<file path="config.mk">
export PLATFORM = sky130hd
export DESIGN_NAME = spi_con_multi
export DESIGN_NICKNAME = d
export VERILOG_FILES = /design/src/rtl/spi_con_multi.sv
export SDC_FILE = /design/constraint.sdc
export NUM_CORES = 1
export LEC_CHECK = 0
export BUFFER_PORTS_ARGS = -buffer_cell sky130_fd_sc_hd__buf_2
export CAP_MARGIN = 0
export CORE_ASPECT_RATIO = 0.8
export CORE_MARGIN = 2
export CORE_UTILIZATION = 45
export CTS_CLUSTER_DIAMETER = 30
export DETAILED_ROUTE_END_ITERATION = 10
export PLACE_DENSITY_LB_ADDON = 0.2
export SLEW_MARGIN = 25
export SYNTH_ARGS = -nofsm -noshare
export SYNTH_HDL_FRONTEND = slang
export SYNTH_SLANG_ARGS = --single-unit
</file>
<file path="constraint.sdc">
create_clock -name clk_in -period 3.8 [get_ports clk_in]
set_clock_uncertainty 0.05 [all_clocks]
set_input_delay 0.19 -clock clk_in [delete_from_list [all_inputs] [get_ports clk_in]]
set_output_delay 0.19 -clock clk_in [all_outputs]
set_load 0.005 [all_outputs]
</file>
<file path="src/rtl/spi_con_multi.sv">
// Multi-device SPI controller: all four CPOL/CPHA modes, NUM_CS active-low selects,
// and bursts of up to MAX_WORDS words under one chip-select assertion.
module spi_con_multi #(
  parameter int DATA_WIDTH      = 8,
  parameter int NUM_CS          = 4,
  parameter int DATA_CLK_PERIOD = 100,
  parameter int MAX_WORDS       = 4,
  localparam int CS_W = (NUM_CS > 1) ? $clog2(NUM_CS) : 1,
  localparam int NW_W = $clog2(MAX_WORDS + 1)
) (
  input  logic                  clk_in,
  input  logic                  rst_n_in,
  input  logic [DATA_WIDTH-1:0] data_in,
  input  logic                  trigger_in,
  input  logic [CS_W-1:0]       cs_sel_in,
  input  logic [1:0]            mode_in,
  input  logic [NW_W-1:0]       num_words_in,
  output logic                  ready_out,
  output logic                  word_taken_out,
  output logic [DATA_WIDTH-1:0] data_out,
  output logic                  data_valid_out,
  output logic                  chip_data_out,
  input  logic                  chip_data_in,
  output logic                  chip_clk_out,
  output logic [NUM_CS-1:0]     chip_sel_out
);

  localparam int H     = DATA_CLK_PERIOD / 2;
  localparam int CNT_W = (H > 1) ? $clog2(H) : 1;
  localparam int BC_W  = $clog2(DATA_WIDTH);
  localparam logic [CNT_W-1:0] CNT_LAST = CNT_W'(H - 1);
  localparam logic [BC_W-1:0]  BIT_LAST = BC_W'(DATA_WIDTH - 1);

  typedef enum logic [1:0] {IDLE, SETUP, XFER, HOLD} state_t;

  state_t state, state_nxt;

  logic [CNT_W-1:0]      cnt;
  logic [BC_W-1:0]       bit_cnt;
  logic [NW_W-1:0]       words_rem;
  logic                  lead_done, word_req, cpol, cpha, dclk_q, copi_q;
  logic [NUM_CS-1:0]     cs_n_q;
  logic [DATA_WIDTH-1:0] tx_sr, rx_sr, tx_cur, rx_nxt;
  logic                  accept, tick, lead_edge, trail_edge, word_end, burst_end, sample;

  function automatic logic [NW_W-1:0] clamp_words(input logic [NW_W-1:0] n);
    if (n == '0) return NW_W'(1);
    if (int'(n) > MAX_WORDS) return NW_W'(MAX_WORDS);
    return n;
  endfunction

  always_comb begin
    accept     = (state == IDLE) && trigger_in && (int'(cs_sel_in) < NUM_CS);
    tick       = (cnt == CNT_LAST);
    lead_edge  = tick && ((state == SETUP) || ((state == XFER) && !lead_done));
    trail_edge = tick && (state == XFER) && lead_done;
    word_end   = trail_edge && (bit_cnt == BIT_LAST);
    burst_end  = word_end && (words_rem == '0);
    sample     = (lead_edge && !cpha) || (trail_edge && cpha);
    // A word requested at a boundary is used directly from data_in in its capture cycle
    tx_cur     = word_req ? data_in : tx_sr;
    rx_nxt     = sample ? {rx_sr[DATA_WIDTH-2:0], chip_data_in} : rx_sr;
  end

  always_comb begin
    state_nxt = state;
    case (state)
      IDLE:    if (accept)    state_nxt = SETUP;
      SETUP:   if (tick)      state_nxt = XFER;
      XFER:    if (burst_end) state_nxt = HOLD;
      HOLD:    if (tick)      state_nxt = IDLE;
      default:                state_nxt = IDLE;
    endcase
  end

  always_ff @(posedge clk_in or negedge rst_n_in) begin
    if (!rst_n_in) state <= IDLE;
    else           state <= state_nxt;
  end

  always_ff @(posedge clk_in or negedge rst_n_in) begin
    if (!rst_n_in) begin
      cnt            <= '0;
      bit_cnt        <= '0;
      words_rem      <= '0;
      lead_done      <= 1'b0;
      word_req       <= 1'b0;
      cpol           <= 1'b0;
      cpha           <= 1'b0;
      dclk_q         <= 1'b0;
      copi_q         <= 1'b0;
      cs_n_q         <= '1;
      data_out       <= '0;
      data_valid_out <= 1'b0;
    end else begin
      cnt            <= ((state == IDLE) || tick) ? '0 : cnt + 1'b1;
      word_req       <= 1'b0;
      data_valid_out <= 1'b0;
      if (state == IDLE) dclk_q <= mode_in[1];
      if (accept) begin
        cpol      <= mode_in[1];
        cpha      <= mode_in[0];
        words_rem <= clamp_words(num_words_in) - 1'b1;
        bit_cnt   <= '0;
        lead_done <= 1'b0;
        cs_n_q    <= ~(NUM_CS'(1) << cs_sel_in);
        if (!mode_in[0]) copi_q <= data_in[DATA_WIDTH-1];
      end
      if (word_req && !cpha) copi_q <= data_in[DATA_WIDTH-1];
      if (lead_edge) begin
        dclk_q    <= ~cpol;
        lead_done <= 1'b1;
        if (cpha) copi_q <= tx_cur[DATA_WIDTH-1];
      end
      if (trail_edge) begin
        dclk_q    <= cpol;
        lead_done <= 1'b0;
        bit_cnt   <= word_end ? '0 : bit_cnt + 1'b1;
        if (!cpha) copi_q <= tx_cur[DATA_WIDTH-2];
        if (word_end) begin
          data_out       <= rx_nxt;
          data_valid_out <= 1'b1;
          if (words_rem != '0) begin
            word_req  <= 1'b1;
            words_rem <= words_rem - 1'b1;
          end
        end
      end
      if ((state == HOLD) && tick) cs_n_q <= '1;
    end
  end

  // Shift registers carry no reset: every bit is rewritten before it is observed
  always_ff @(posedge clk_in) begin
    if (accept || word_req) tx_sr <= data_in;
    if ((lead_edge && cpha) || (trail_edge && !cpha)) tx_sr <= tx_cur << 1;
    rx_sr <= rx_nxt;
  end

  assign ready_out      = (state == IDLE);
  assign word_taken_out = rst_n_in && (accept || word_req);
  assign chip_data_out  = (word_req && !cpha) ? data_in[DATA_WIDTH-1] : copi_q;
  assign chip_clk_out   = dclk_q;
  assign chip_sel_out   = cs_n_q;

endmodule

</file>
==> results of run 1 <==
==> worst paths after layout <==
path | from | to | slack [ns] | cells after the start
setup / recovery | state[0]$_DFFE_PN0P_ | data_out[0]$_DFFE_PN0P_ | 1.27 | 6
hold / removal | mode_in[0] | cpha$_DFFE_PN0N_ | 0.05 | 3
setup reg to reg | state[0]$_DFFE_PN0P_ | data_out[0]$_DFFE_PN0P_ | 1.27 | 6
hold reg to reg | tx_sr[0]$_SDFFE_PN0N_ | tx_sr[0]$_SDFFE_PN0N_ | 0.42 | 2
max in group asynchronous | rst_n_in | cnt[4]$_DFF_PN0_ | 2.77 | 2
min in group asynchronous | rst_n_in | chip_clk_out$_DFFE_PN0P_ | 0.45 | 2
==> state kept, by name, indices dropped and copies added (netlist names), 2 cells and up <==
register,cells
bit_cnt,3
chip_sel_out,4
cnt,6
data_out,8
rx_sr,8
state,2
tx_sr,8
words_rem,3
==> per-layer routing <==
layer,track usage,up-vias
li1,-,900
met1,0.2496,831
met2,0.2477,24
met3,0.03967,2
met4,0.04103,0
met5,0,-
==> cell usage after synthesis (all sizes together) (2+ instances only) <==
library cell	n	area, sq um
dfrtp	29	725.7
mux2	20	225.2
nand2	19	71.32
nor3	16	85.08
nor2	15	58.81
ha	11	137.6
inv	10	37.54
dfxtp	9	180.2
nand3	9	45.04
a21oi	7	35.03
clkbuf	7	26.28
edfxtp	7	210.2
nand2b	7	43.79
o21ai	7	35.03
buf	4	20.02
dfstp	4	105.1
nor3b	4	30.03
nor4	4	25.02
a21o	3	22.52
mux2i	3	30.03
nand3b	3	22.52
nor2b	3	18.77
o211ai	3	22.52
or2	3	18.77
xor2	3	26.28
and3	2	12.51
nand4	2	12.51
o31ai	2	15.01
xnor2	2	17.52
==> kinds of logic after synthesis <==
logic type,count (synthesis),share of synthesized area
compound gates,32,0.09749
flops,49,0.4905
fa+ha+maj,11,0.05528
simple gates,92,0.2030
mux,23,0.1025
xor+xnor,5,0.01759
buf+inv,21,0.03367
==> per-stage QoR <==
| step | area, sq um | hold WS, ns | setup slack (ns) | utilization | total power, mW |
|---|---|---|---|---|---|
| after floorplan | 2490 | -0.1556 | 1.581 | - | 1.120 |
| after global placement | 2708 | 0.2580 | 1.360 | 0.5009 | 1.261 |
| after detailed placement | 2708 | 0.2694 | 1.273 | 0.5009 | 1.271 |
| after CTS | 2831 | 0.03927 | 1.268 | 0.5238 | 1.652 |
| after global routing | 2831 | 0.03454 | 1.082 | 0.5238 | 1.760 |
| final | 2831 | 0.04618 | 1.268 | 0.5238 | 1.635 |
==> power groups by stage <==
stage	combinational (mW)	clock (mW)	sequential, mW
after detailed placement	0.522	0	0.750
final	0.519	0.378	0.738
after global placement	0.515	0	0.746
after global routing	0.592	0.411	0.756
after floorplan	0.383	0	0.737
after CTS	0.523	0.390	0.740
==> area by class of cell <==
class / instances / area (sq um)
Fill cell: 494 / 2574
Timing Repair Buffer: 37 / 192.7
Multi-Input combinational cell: 163 / 1185
Clock inverter: 3 / 45.04
Sequential cell: 49 / 1221
Inverter: 10 / 37.54
Tap cell: 65 / 81.33
Clock buffer: 5 / 68.82
==> worst reg2reg max path, stage by stage (launching register included) <==
cell and delay, ns:
dfrtp_1 0.42, inv_1 0.09, ha_1 0.37, nand2b_1 0.15, a2111oi_4 0.63, mux2_2 0.42, mux2_1 0.29
==> qor.yml, run 1 <==
logic_synthesis:
  async_flop_share: 0.6735
  ys_seq_area_frac: 0.4905
  synth_seq_cells: 49
  syn-cell-area_sq_um: 2490
  synth_edf_count: 7
  ys_types: 47
  avgSynthCellArea_sq_um: 10.69
  synth_fp_nets: 263
  syn_inst: 233
  synthFlopType: "dfrtp_1"
  synth_warnings: 0
timing:
  period_needed_ns: 2.532
  setup_viol: 0
  tns_ns: 0
  slew_headroom: 0.4418
  post-route-period-util: 0.6662
  tightestPinTransition_ns: 0.8365
  slew_violations: 0
  hold_viol_final: 0
  rsz0062_at_grt: "false"
  timing.fmax_mhz: 395.0
hold_path:
  hold_path.class: "in2reg"
clock_network:
  clock_path_buffers: 2
  cts_hold_buffers: 1
  cts_tree: "built"
  insertion_delay_ns: 0.30
  clock_sinks: 49
  post_cts_resize_count: 0
  cts_inserted_buffers: 5
  cts_setup_buffers: 0
  path_clk_slew_ns: 0.10
  htree_levels: 2
  clock-root-buffer: "clkbuf_8"
power_and_ir_drop:
  power.density_nw_per_um2: 577.5
  ir_worst_vdd_v: 0.0003600
  power_frac_seq: 0.452
  p_switching_uw: 540.1
  p_leak_nw: 1.304
  intPower_mw: 1.095
  swShare: 0.3303
  clkPwrFrac: 0.231
  combPwrFrac: 0.317
critical_path:
  critPathBufInv: 1
  crit_type: "reg2reg"
  max_stage_delay_ns: 0.63
  required_ns: 3.93
  arrival_ns: 2.66
  path_cells: "inv_1 > ha_1 > nand2b_1 > a2111oi_4 > mux2_2 > mux2_1"
  cp_max_fo: 10
  crit_path_end_kind: "flop"
  cp_top_family: "multiplexers"
  cp-start-kind: "flop"
  cp_slowest_cell: "a2111oi_4"
global_routing:
  grt_usage: 0.1672
  grt_pass1_wl_um: 8107
  grt_max_degree: 35
  overflow: 0
  antenna_found_initial: 0
  grt_pass1_vias: 1707
routing:
  dr_wl_met2_um: 1993
  via_per_inst: 5.292
  first_iter_violations: 105
  highest_layer: "met4"
  dr.pass1.iters: 4
  routedWlPerCell_um: 14.02
  totalWireLength_um: 4654
  wl_met3_um: 159
  wl_met1_um: 2471
  antenna_left: 0
  dr_total_vias: 1757
  remaining_drc_errors: 0
die:
  die_w_um: 87.17
  ios: 36
  die_h_um: 70.53
  core_area_sq_um: 5405
  rows: 24
  dieArea_sq_um: 6148
  initial_utilization: 0.4606
run:
  maxCapViolCount: 0
final_layout:
  area_growth_pct: 13.72
  fin_cells: 332
  antenna_cells: 0
  layout-drive-gt1-share: 0.2584
  layout_commonest_cell: "buf_2"
  nNetsFinal: 296
  most-common-layout-cells: "buf_2 (35), dfrtp_1 (29), nand2_1 (19), nor3_1 (15), nor2_1 (14)"
placed_design:
  gp_congestion: 0.7827
  dpl.hpwl_um: 3316
  port_buffers: 35
  dp_cells: 323
status:
  outcome: "complete, no violations"
Power figures use the tool's default switching activity.
==> inputs of run 2 (changes only) <==
- clock period: 3.8 -> 2.3 ns (I/O delays scaled with it)
==> run 2 against run 1 <==
Via count is 4.0% higher. Cell area up 4.3%. Largest cell class unchanged. Sequential share of layout area down 1.8 points. Non-clock buffer count is 15 higher.
==> qor.yml, run 2 (synthesis gave the netlist of run 1 again) <==
critical_path:
  reg2reg_depth: 7  # was 6
  arrival_ns: 2.34  # was 2.66 ns
  max_stage_delay_ns: 0.43  # was 0.63 ns
  r2r-end: "data_out[2]$_DFFE_PN0P_"  # was data_out[0]$_DFFE_PN0P_
  cp_slowest_cell: "dfrtp_1"  # was a2111oi_4
  r2r_slack_ns: 0.09  # was 1.27 ns
  path_cells: "inv_1 > ha_2 > a21boi_2 > a2111oi_4 > buf_6 > mux2_2 > mux2_1"  # was inv_1 > ha_1 > nand2b_1 > a2111oi_4 > mux2_2 > mux2_1
  r2r-start: "state[0]$_DFFE_PN0P_"  # unchanged
  cp-start-kind: "flop"  # unchanged
  crit_path_end_kind: "flop"  # unchanged
  cp-startpoint: "state[0]$_DFFE_PN0P_"  # unchanged
  cp-endpoint: "data_out[2]$_DFFE_PN0P_"  # was data_out[0]$_DFFE_PN0P_
  crit_type: "reg2reg"  # unchanged
  required_ns: 2.43  # was 3.93 ns
  cp_max_fo: 8  # was 10
clock_network:
  clock_sinks: 49  # unchanged
  htree_levels: 2  # unchanged
  cts_tree: "built"  # unchanged
  insertion_delay_ns: 0.31  # was 0.30 ns
  cts_setup_buffers: 0  # unchanged
  cts_inserted_buffers: 5  # unchanged
  clock-root-buffer: "clkbuf_8"  # unchanged
  clock_path_buffers: 2  # unchanged
  path_clk_slew_ns: 0.10  # about the same
status:
  outcome: "complete, no violations"  # unchanged
global_routing:
  grt_pass1_vias: 1859  # was 1707
  grt_max_degree: 34  # was 35
  antenna_found_initial: 0  # unchanged
  grt_usage: 0.1783  # was 0.1672
  overflow: 0  # unchanged
  grt_pass1_wl_um: 8569  # was 8107 um
final_layout:
  most-common-layout-cells: "buf_2 (35), dfrtp_1 (29), nand2_1 (19), nor3_1 (15), nor2_1 (14)"  # unchanged
  fin_area_sq_um: 2953  # was 2831 sq um
  antenna_cells: 0  # unchanged
  multi_input_area_sq_um: 1190  # was 1185 sq um
  post-route-util: 0.5463  # was 0.5238
  top_regs: "data_out (8), rx_sr (8), tx_sr (8)"  # unchanged
  fillers: 499  # was 494
  fin_cells: 347  # was 332
  seqCellArea_sq_um: 1221  # unchanged
  area_growth_pct: 18.59  # was 13.72%
  nNetsFinal: 311  # was 296
  layout_commonest_cell: "buf_2"  # unchanged
  layout-drive-gt1-share: 0.2908  # was 0.2584
routing:
  dr.pass1.iters: 4  # unchanged
  dr_total_vias: 1827  # was 1757
  first_iter_violations: 86  # was 105
  routedWlPerCell_um: 14.44  # was 14.02 um
  antenna_left: 0  # unchanged
  totalWireLength_um: 5011  # was 4654 um
  remaining_drc_errors: 0  # unchanged
  via_per_inst: 5.265  # was 5.292
timing:
  tightestPinTransition_ns: 0.6083  # was 0.8365 ns
  slew_headroom: 0.5945  # was 0.4418
  tns_ns: 0  # unchanged
  post-route-period-util: 0.9604  # was 0.6662
  slew_violations: 0  # unchanged
  hold_viol_final: 0  # unchanged
  period_needed_ns: 2.209  # was 2.532 ns
  setup_viol: 0  # unchanged
  timing.fmax_mhz: 452.7  # was 395.0 MHz
power_and_ir_drop:
  p_leak_nw: 1.368  # was 1.304 nW
  power.total_mw: 2.733  # was 1.635 mW
  ir_worst_vdd_v: 0.0007435  # was 0.0003600 V
  power.density_nw_per_um2: 925.6  # was 577.5 nW/um^2
placed_design:
  port_buffers: 35  # unchanged
  dpl.hpwl_um: 3588  # was 3316 um
  gp_congestion: 0.8048  # was 0.7827
  dp_cells: 335  # was 323
  placed_area_sq_um: 2798  # was 2708 sq um
die:
  die_h_um: 70.53  # unchanged
  die_w_um: 87.17  # unchanged
  rows: 24  # unchanged
  initial_utilization: 0.4606  # unchanged
  dieArea_sq_um: 6148  # unchanged
  ios: 36  # unchanged
  core_area_sq_um: 5405  # unchanged
run:
  maxCapViolCount: 0  # unchanged
hold_path:
  hold_path.class: "in2reg"  # unchanged
[run 2: cell count changes in the layout (fill, tap and decap cells not counted), sizes merged]
cell	change
buf	+12
bufinv	-1
clkbuf	+2
dlygate4sd3	+3
inv	-1
[run 2: routing by layer]
metal	up-vias	wire (um)	GRT usage
met3	7	128	0.03851
met4	0	65	0.06154
met5	-	0	0
met2	22	2198	0.2638
li1	919	-	-
met1	879	2619	0.2606
[run 2: worst max-delay path: cells and delay by family (launching register included)]
family,cells,cell delay [ns]
AOI/OAI and AO/OA,2,0.43
buffers and inverters,2,0.29
adders and majority gates,1,0.25
DFF,1,0.43
muxes,2,0.64
[run 2: final cells by class]
| cell class | count | share of cell area |
|---|---|---|
| sequential | 49 | 0.4136 |
| multi-input combinational | 163 | 0.4030 |
| timing repair buffer | 52 | 0.1072 |
| clock buffer | 7 | 0.03305 |
| tap | 65 | 0.02754 |
| inverter | 10 | 0.01271 |
| clock inverter | 1 | 0.002966 |
[run 2: worst min path at each step]
stage               start  slack [ns]  depth (start not counted)                endpoint
6_report       data_in[0]        0.02                          3   tx_sr[0]$_SDFFE_PN0N_
5_1_grt        data_in[0]        0.06                          3   tx_sr[0]$_SDFFE_PN0N_
4_1_cts        data_in[0]        0.02                          3   tx_sr[0]$_SDFFE_PN0N_
3_5_place_dp     rst_n_in        0.21                          2        cnt[4]$_DFF_PN0_
3_3_place_gp     rst_n_in        0.21                          2        cnt[3]$_DFF_PN0_
2_1_floorplan    rst_n_in       -0.23                          0  bit_cnt[0]$_DFFE_PN0P_
[run 2: repair_timing]
item | CTS | global route
hold buffers | 4 | 0
endpoints found under the setup margin | 0 | 8
resized for setup | 0 | 3
hold endpoints to repair | 32 | 0
[run 2: per-stage QoR]
stage	hold WS [ns]	setup slack, ns
CTS	0.01518	0.03959
global route	0.05731	-0.007491
detailed placement	0.2116	0.05969
global placement	0.2091	0.1367
floorplan	-0.2306	0.08108
finish	0.02495	0.09109
[run 2: report_power, final]
group	leakage [nW]	internal, mW	total, mW	switching (mW)
registers	0.566	1.09	1.21	0.123
clock network	0.0536	0.283	0.574	0.291
logic	0.749	0.457	0.945	0.488
total	1.37	1.83	2.73	0.902
